File: config.mk
export PLATFORM = sky130hd
export DESIGN_NAME = sparserdes_node_k
export DESIGN_NICKNAME = d
export VERILOG_FILES = /design/src/rtl/sparserdes_node_k.sv
export SDC_FILE = /design/constraint.sdc
export NUM_CORES = 1
export LEC_CHECK = 0
export CAP_MARGIN = 0
export CORE_MARGIN = 2
export CORE_UTILIZATION = 52
export DETAILED_ROUTE_END_ITERATION = 10
export PLACE_DENSITY_LB_ADDON = 0.3
export SLEW_MARGIN = 10
export SYNTH_ARGS = -nofsm -noshare
export SYNTH_HDL_FRONTEND = slang
export SYNTH_SLANG_ARGS = --single-unit
File: constraint.sdc
create_clock -name clk -period 2.3 [get_ports clk]
set_input_delay 0.345 -clock clk [delete_from_list [all_inputs] [get_ports clk]]
set_output_delay 0.345 -clock clk [all_outputs]
set_load 0.05 [all_outputs]
File: src/rtl/sparserdes_node_k.sv
`default_nettype none
// +--------------------------------------------------------------------------+
// | sparserdes_node_k : radix-FANOUT sparse serialiser/deserialiser tree node|
// | rev 1.0                                                                  |
// +--------------------------------------------------------------------------+
module sparserdes_node_k #(
  parameter int FANOUT = 4,
  parameter int LEAF   = 0
) (
  input  logic              clk,
  input  logic              reset,
  input  logic [FANOUT-1:0] nonempty_child,
  output logic              nonempty,
  input  logic              read,
  input  logic              write,
  input  logic              deserialized_bit,
  input  logic [FANOUT-1:0] serialized_bit_child,
  input  logic [FANOUT-1:0] done_child,
  output logic              serialized_bit,
  output logic [FANOUT-1:0] read_child,
  output logic [FANOUT-1:0] write_child,
  output logic              done,
  output logic              busy,
  output logic [FANOUT-1:0] mask_q
);
  localparam int IW = (FANOUT > 1) ? $clog2(FANOUT) : 1;
  localparam bit IS_LEAF = (LEAF != 0);
  localparam logic [IW-1:0] LAST = IW'(FANOUT - 1);
  localparam logic [FANOUT-1:0] ONE = FANOUT'(1);

  localparam logic [2:0] S_IDLE  = 3'd0;
  localparam logic [2:0] S_SMASK = 3'd1;
  localparam logic [2:0] S_SDESC = 3'd2;
  localparam logic [2:0] S_WMASK = 3'd3;
  localparam logic [2:0] S_WDESC = 3'd4;
  localparam logic [2:0] S_WLEAF = 3'd5;
  localparam logic [2:0] S_REFR  = 3'd6;

  logic [2:0]        state, state_n;
  logic [IW-1:0]     idx, idx_n, k, k_n;
  logic [FANOUT-1:0] mask_n, mask_cap, read_n, write_n;
  logic              sbit_n, done_n;
  logic [IW:0]       nxt, low_r, low_w;

  // {found, index} of the lowest set bit of m at or above position from
  function automatic logic [IW:0] first_set(input logic [FANOUT-1:0] m, input logic [IW:0] from);
    first_set = '0;
    for (int i = FANOUT - 1; i >= 0; i--)
      if (m[i] && (i >= int'(from))) first_set = {1'b1, IW'(i)};
  endfunction

  always_comb begin
    mask_cap      = mask_q;
    mask_cap[idx] = deserialized_bit;
  end

  assign nxt   = first_set(mask_q, {1'b0, k} + (IW+1)'(1));
  assign low_r = first_set(mask_q, '0);
  assign low_w = first_set(mask_cap, '0);
  assign busy  = (state != S_IDLE);

  always_ff @(posedge clk or posedge reset) begin
    if (reset) begin
      state          <= S_IDLE;
      idx            <= '0;
      k              <= '0;
      mask_q         <= '0;
      serialized_bit <= 1'b0;
      done           <= 1'b0;
      read_child     <= '0;
      write_child    <= '0;
    end else begin
      state          <= state_n;
      idx            <= idx_n;
      k              <= k_n;
      mask_q         <= mask_n;
      serialized_bit <= sbit_n;
      done           <= done_n;
      read_child     <= read_n;
      write_child    <= write_n;
    end
  end

  always_comb begin
    state_n = state;
    case (state)
      S_IDLE:  if (read) state_n = S_SMASK; else if (write) state_n = S_WMASK;
      S_SMASK: if (idx == LAST) state_n = (IS_LEAF || !low_r[IW]) ? S_REFR : S_SDESC;
      S_SDESC: if (done_child[k] && !nxt[IW]) state_n = S_REFR;
      S_WMASK: if (idx == LAST) state_n = IS_LEAF ? S_WLEAF : (low_w[IW] ? S_WDESC : S_REFR);
      S_WDESC: if (done_child[k] && !nxt[IW]) state_n = S_REFR;
      S_WLEAF: state_n = S_REFR;
      S_REFR:  state_n = S_IDLE;
      default: state_n = S_IDLE;
    endcase
  end

  always_comb begin
    idx_n   = idx;
    k_n     = k;
    mask_n  = mask_q;
    sbit_n  = 1'b0;
    done_n  = 1'b0;
    read_n  = read_child;
    write_n = write_child;
    case (state)
      S_IDLE: begin
        if (read) begin
          mask_n = nonempty_child;
          sbit_n = nonempty_child[0];
          idx_n  = IW'(1);
        end else if (write) begin
          mask_n[0] = deserialized_bit;
          idx_n     = IW'(1);
        end
      end
      S_SMASK: begin
        sbit_n = mask_q[idx];
        idx_n  = idx + IW'(1);
        if (idx == LAST) begin
          idx_n = '0;
          if (IS_LEAF || !low_r[IW]) done_n = 1'b1;
          else begin
            k_n    = low_r[IW-1:0];
            read_n = ONE << low_r[IW-1:0];
          end
        end
      end
      S_SDESC: begin
        sbit_n = serialized_bit_child[k];
        if (done_child[k]) begin
          if (nxt[IW]) begin
            k_n    = nxt[IW-1:0];
            read_n = ONE << nxt[IW-1:0];
          end else begin
            read_n = '0;
            done_n = 1'b1;
          end
        end
      end
      S_WMASK: begin
        mask_n = mask_cap;
        idx_n  = idx + IW'(1);
        if (idx == LAST) begin
          idx_n = '0;
          if (!IS_LEAF) begin
            if (!low_w[IW]) done_n = 1'b1;
            else begin
              k_n     = low_w[IW-1:0];
              write_n = ONE << low_w[IW-1:0];
            end
          end
        end
      end
      S_WDESC: begin
        if (done_child[k]) begin
          if (nxt[IW]) begin
            k_n     = nxt[IW-1:0];
            write_n = ONE << nxt[IW-1:0];
          end else begin
            write_n = '0;
            done_n  = 1'b1;
          end
        end
      end
      S_WLEAF: begin
        write_n = mask_q;
        done_n  = 1'b1;
      end
      S_REFR: begin
        read_n  = '0;
        write_n = '0;
      end
      default: ;
    endcase
  end

  // Leaves report occupancy combinationally; interior nodes register it
  generate
    if (IS_LEAF) begin : g_leaf_nonempty
      assign nonempty = |nonempty_child;
    end else begin : g_reg_nonempty
      logic nonempty_q;
      always_ff @(posedge clk or posedge reset) begin
        if (reset) nonempty_q <= 1'b0;
        else       nonempty_q <= |nonempty_child;
      end
      assign nonempty = nonempty_q;
    end
  endgenerate
endmodule
`default_nettype wire

==> results_dict.tcl <==
set metrics [dict create \
    crit_fanout 7 \
    ys_types 58 \
    ctsLongestPathBuffers 2 \
    wire_per_inst_microns 16.8 \
    drcViolationCount 0 \
    cts_setup_buffers 0 \
    power-per-cell-area_nw_per_um2 1570 \
    cp_slowest_stage_delay_ns 0.45 \
    r2r-end "write_child[1]$_DFFE_PP0P_" \
    slowest_stage "dfrtp_1" \
    antenna_found_initial 0 \
    vias 1653 \
    die_area_sq_um 3820 \
    area_growth_syn_to_layout_pct 24.5 \
    rsz0062_at_grt "no" \
    yosys_warnings 0 \
    cts-root-buf "clkbuf_4" \
    timing.final.crit_share 0.952 \
    cp_cell_sequence "inv_1, ha_1, o21ai_1, o211ai_4, o21ai_2, a311oi_4, mux2_4" \
    ir_drop_mv 0.710 \
    r2r_cells 7 \
    cts_made_buffers 3 \
    grt_max_degree 24 \
    h-tree-depth 1 \
    seq_area_frac_synth 0.317 \
    r2r_slack_ns 0.11 \
    drt-vias-per-instance 6.10 \
    path_buf_inv 1 \
    status "complete, no violations" \
    skew_ns 0.00413 \
    leakage_nw 0.859 \
    grt_pass1_vias 1514 \
    grt_overflow 0 \
    multi_input_area_sq_um 1090 \
    syn-num-nets 212 \
    drt-total-wl_mm 4.54 \
    seq_power_share 0.239 \
    path_delay_family "compound AO/OA/AOI/OAI gates" \
    synth_cells 191 \
    dp_hpwl_mm 3.50 \
    final_cells 271 \
    max-slew-margin-rel 0.496 \
    first_pass_iters 4 \
    layout_common_cells "clkdlybuf4s50_1 (31), dfrtp_1 (22), nor2_1 (17)" \
    final-seq-area_sq_um 551 \
    final_common_cell "clkdlybuf4s50_1" \
    die_w_microns 61.8 \
    finalMaxSlewViolations 0 \
    tightestPinTransition_ns 0.755 \
    min_period_ns 2.19 \
    gp_congestion 0.909 \
    grt_pass1_wl_mm 7.40 \
    synth_edf_count 0 \
    coreArea_sq_um 3100 \
    fmax_mhz 457 \
    cap_violations 0 \
    nFillCells 285 \
    drtIter0Drc 73 \
    cp_data_required_time_ns 2.50 \
    finalSetupViolCount 0 \
    io_buffer_count 32 \
    ant_nets 0 \
    row_count 20 \
    arrival_ns 2.39 \
    antenna_cells 0 \
    synthArstFlopShare 1.00 \
    switching_power_mw 1.79 \
    crit_type "flip-flop to flip-flop" \
    p_clk_frac 0.052 \
    initial_core_util 0.560 \
    clkTransAtPathRegs_ns 0.12 \
    tns_ns 0 \
    clk_latency_ns 0.30 \
    cts_num_sinks 22 \
    synthFlopType "dfrtp_1" \
    synth_seq_cells 22 \
    ctsHoldBuffers 0 \
    layout-drive-gt1-share 0.163 \
    cts_tree "built" \
    hp-class "input port to asynchronous set/reset pin" \
    synth_area_sq_um 1740 \
    final_nets 250 \
    switching_share 0.527 \
    placedCellCount 268 \
    endpoint_kind "flip-flop" \
    cts_resized 0 \
    track_usage 0.260 \
    io_pins 33 \
    start_kind "flip-flop" \
    die_height_microns 61.8 \
    worstReg2RegStart "idx[1]$_DFFE_PP0P_" \
    avgSynthCellArea_sq_um 9.09 \
    finalHoldViolCount 0 \
    internal-power_mw 1.61 \
    combPwrFrac 0.709 \
]
==> layout make-up <==
type | count | share of cell area
inverter | 9 | 0.0156
timing repair buffer | 44 | 0.189
tap | 44 | 0.0255
clock buffer | 3 | 0.0104
multi-input combinational | 149 | 0.505
sequential | 22 | 0.255
==> layer usage <==
| metal | share of wire | track usage |
|---|---|---|
| met1 | 0.44 | 0.367 |
| met4 | 0.0022 | 0.0426 |
| met5 | 0 | 0 |
| met3 | 0.065 | 0.0393 |
| met2 | 0.49 | 0.432 |
==> synth_stat cells, types with 2 or more instances <==
cell | number | area [sq um]
dfrtp_1 | 22 | 551
nor2_1 | 17 | 63.8
nand2_1 | 14 | 52.6
o21ai_0 | 12 | 60.1
nand2b_1 | 7 | 43.8
o21ai_1 | 7 | 35.0
a21oi_1 | 6 | 30.0
inv_1 | 5 | 18.8
nor2b_1 | 5 | 31.3
a31oi_1 | 4 | 25.0
ha_1 | 4 | 50.1
inv_2 | 4 | 15.0
mux2_1 | 4 | 45.0
mux2_4 | 4 | 60.1
nand3_1 | 4 | 20.0
nor3_1 | 4 | 20.0
o31ai_1 | 4 | 30.0
a221oi_1 | 3 | 26.3
buf_2 | 3 | 15.0
clkbuf_1 | 3 | 11.3
mux2i_1 | 3 | 30.0
nor4_1 | 3 | 18.8
o211ai_1 | 3 | 22.5
o21a_1 | 3 | 22.5
o21bai_1 | 3 | 22.5
a211oi_1 | 2 | 15.0
and2_1 | 2 | 12.5
buf_1 | 2 | 7.51
buf_4 | 2 | 15.0
mux4_2 | 2 | 45.0
nand4_1 | 2 | 12.5
o311ai_0 | 2 | 17.5
==> worst reg2reg max path: stages, from the launching register on <==
cell and delay, ns:
dfrtp_1 0.45, inv_1 0.12, ha_1 0.33, o21ai_1 0.17
o211ai_4 0.14, o21ai_2 0.10, a311oi_4 0.45, mux2_4 0.34
==> power groups by stage <==
stage          sequential, mW  clock [mW]  combinational (mW)
6_report                0.814       0.176                2.41
3_5_place_dp            0.815           0                2.38
3_3_place_gp            0.807           0                2.34
2_1_floorplan            1.02           0                1.53
4_1_cts                 0.807       0.188                2.40
5_1_grt                 0.845       0.200                2.61
==> cell families after synthesis <==
family                     share of synthesized area
AOI/OAI and AO/OA                              0.286
and+or+nand+nor                                0.195
muxes                                          0.119
DFF                                            0.317
adders and majority gates                     0.0288
buffers and inverters                         0.0540
==> worst max-delay path by stage <==
| stage | start | end | cells past startpoint |
|---|---|---|---|
| global placement | done_child[3] | write_child[3]$_DFFE_PP0P_ | 6 |
| floorplan | mask_q[3]$_DFFE_PP0P_ | write_child[0]$_DFFE_PP0P_ | 6 |
| global route | idx[1]$_DFFE_PP0P_ | write_child[1]$_DFFE_PP0P_ | 7 |
| detailed placement | deserialized_bit | write_child[1]$_DFFE_PP0P_ | 6 |
| CTS | idx[1]$_DFFE_PP0P_ | write_child[1]$_DFFE_PP0P_ | 7 |
| finish | idx[1]$_DFFE_PP0P_ | write_child[1]$_DFFE_PP0P_ | 7 |
==> stage by stage <==
step	util	hold slack, ns	setup slack, ns	area, sq um	power, mW
6_report	0.697	0.356	0.110	2160	3.40
5_1_grt	0.697	0.370	0.0148	2160	3.65
4_1_cts	0.697	0.356	0.112	2160	3.40
3_5_place_dp	0.690	0.492	0.0892	2140	3.20
3_3_place_gp	0.690	0.474	0.138	2140	3.15
2_1_floorplan	-	0.334	0.157	1740	2.55
==> registers in the layout, summed over array words and instances (netlist names) <==
signal and cells:
idx 2, serialized_bit 1, k 2, mask_q 4, done 1, read_child 4, write_child 4, state 3
nonempty 1
Note: power is estimated with default switching activity, not from simulation.
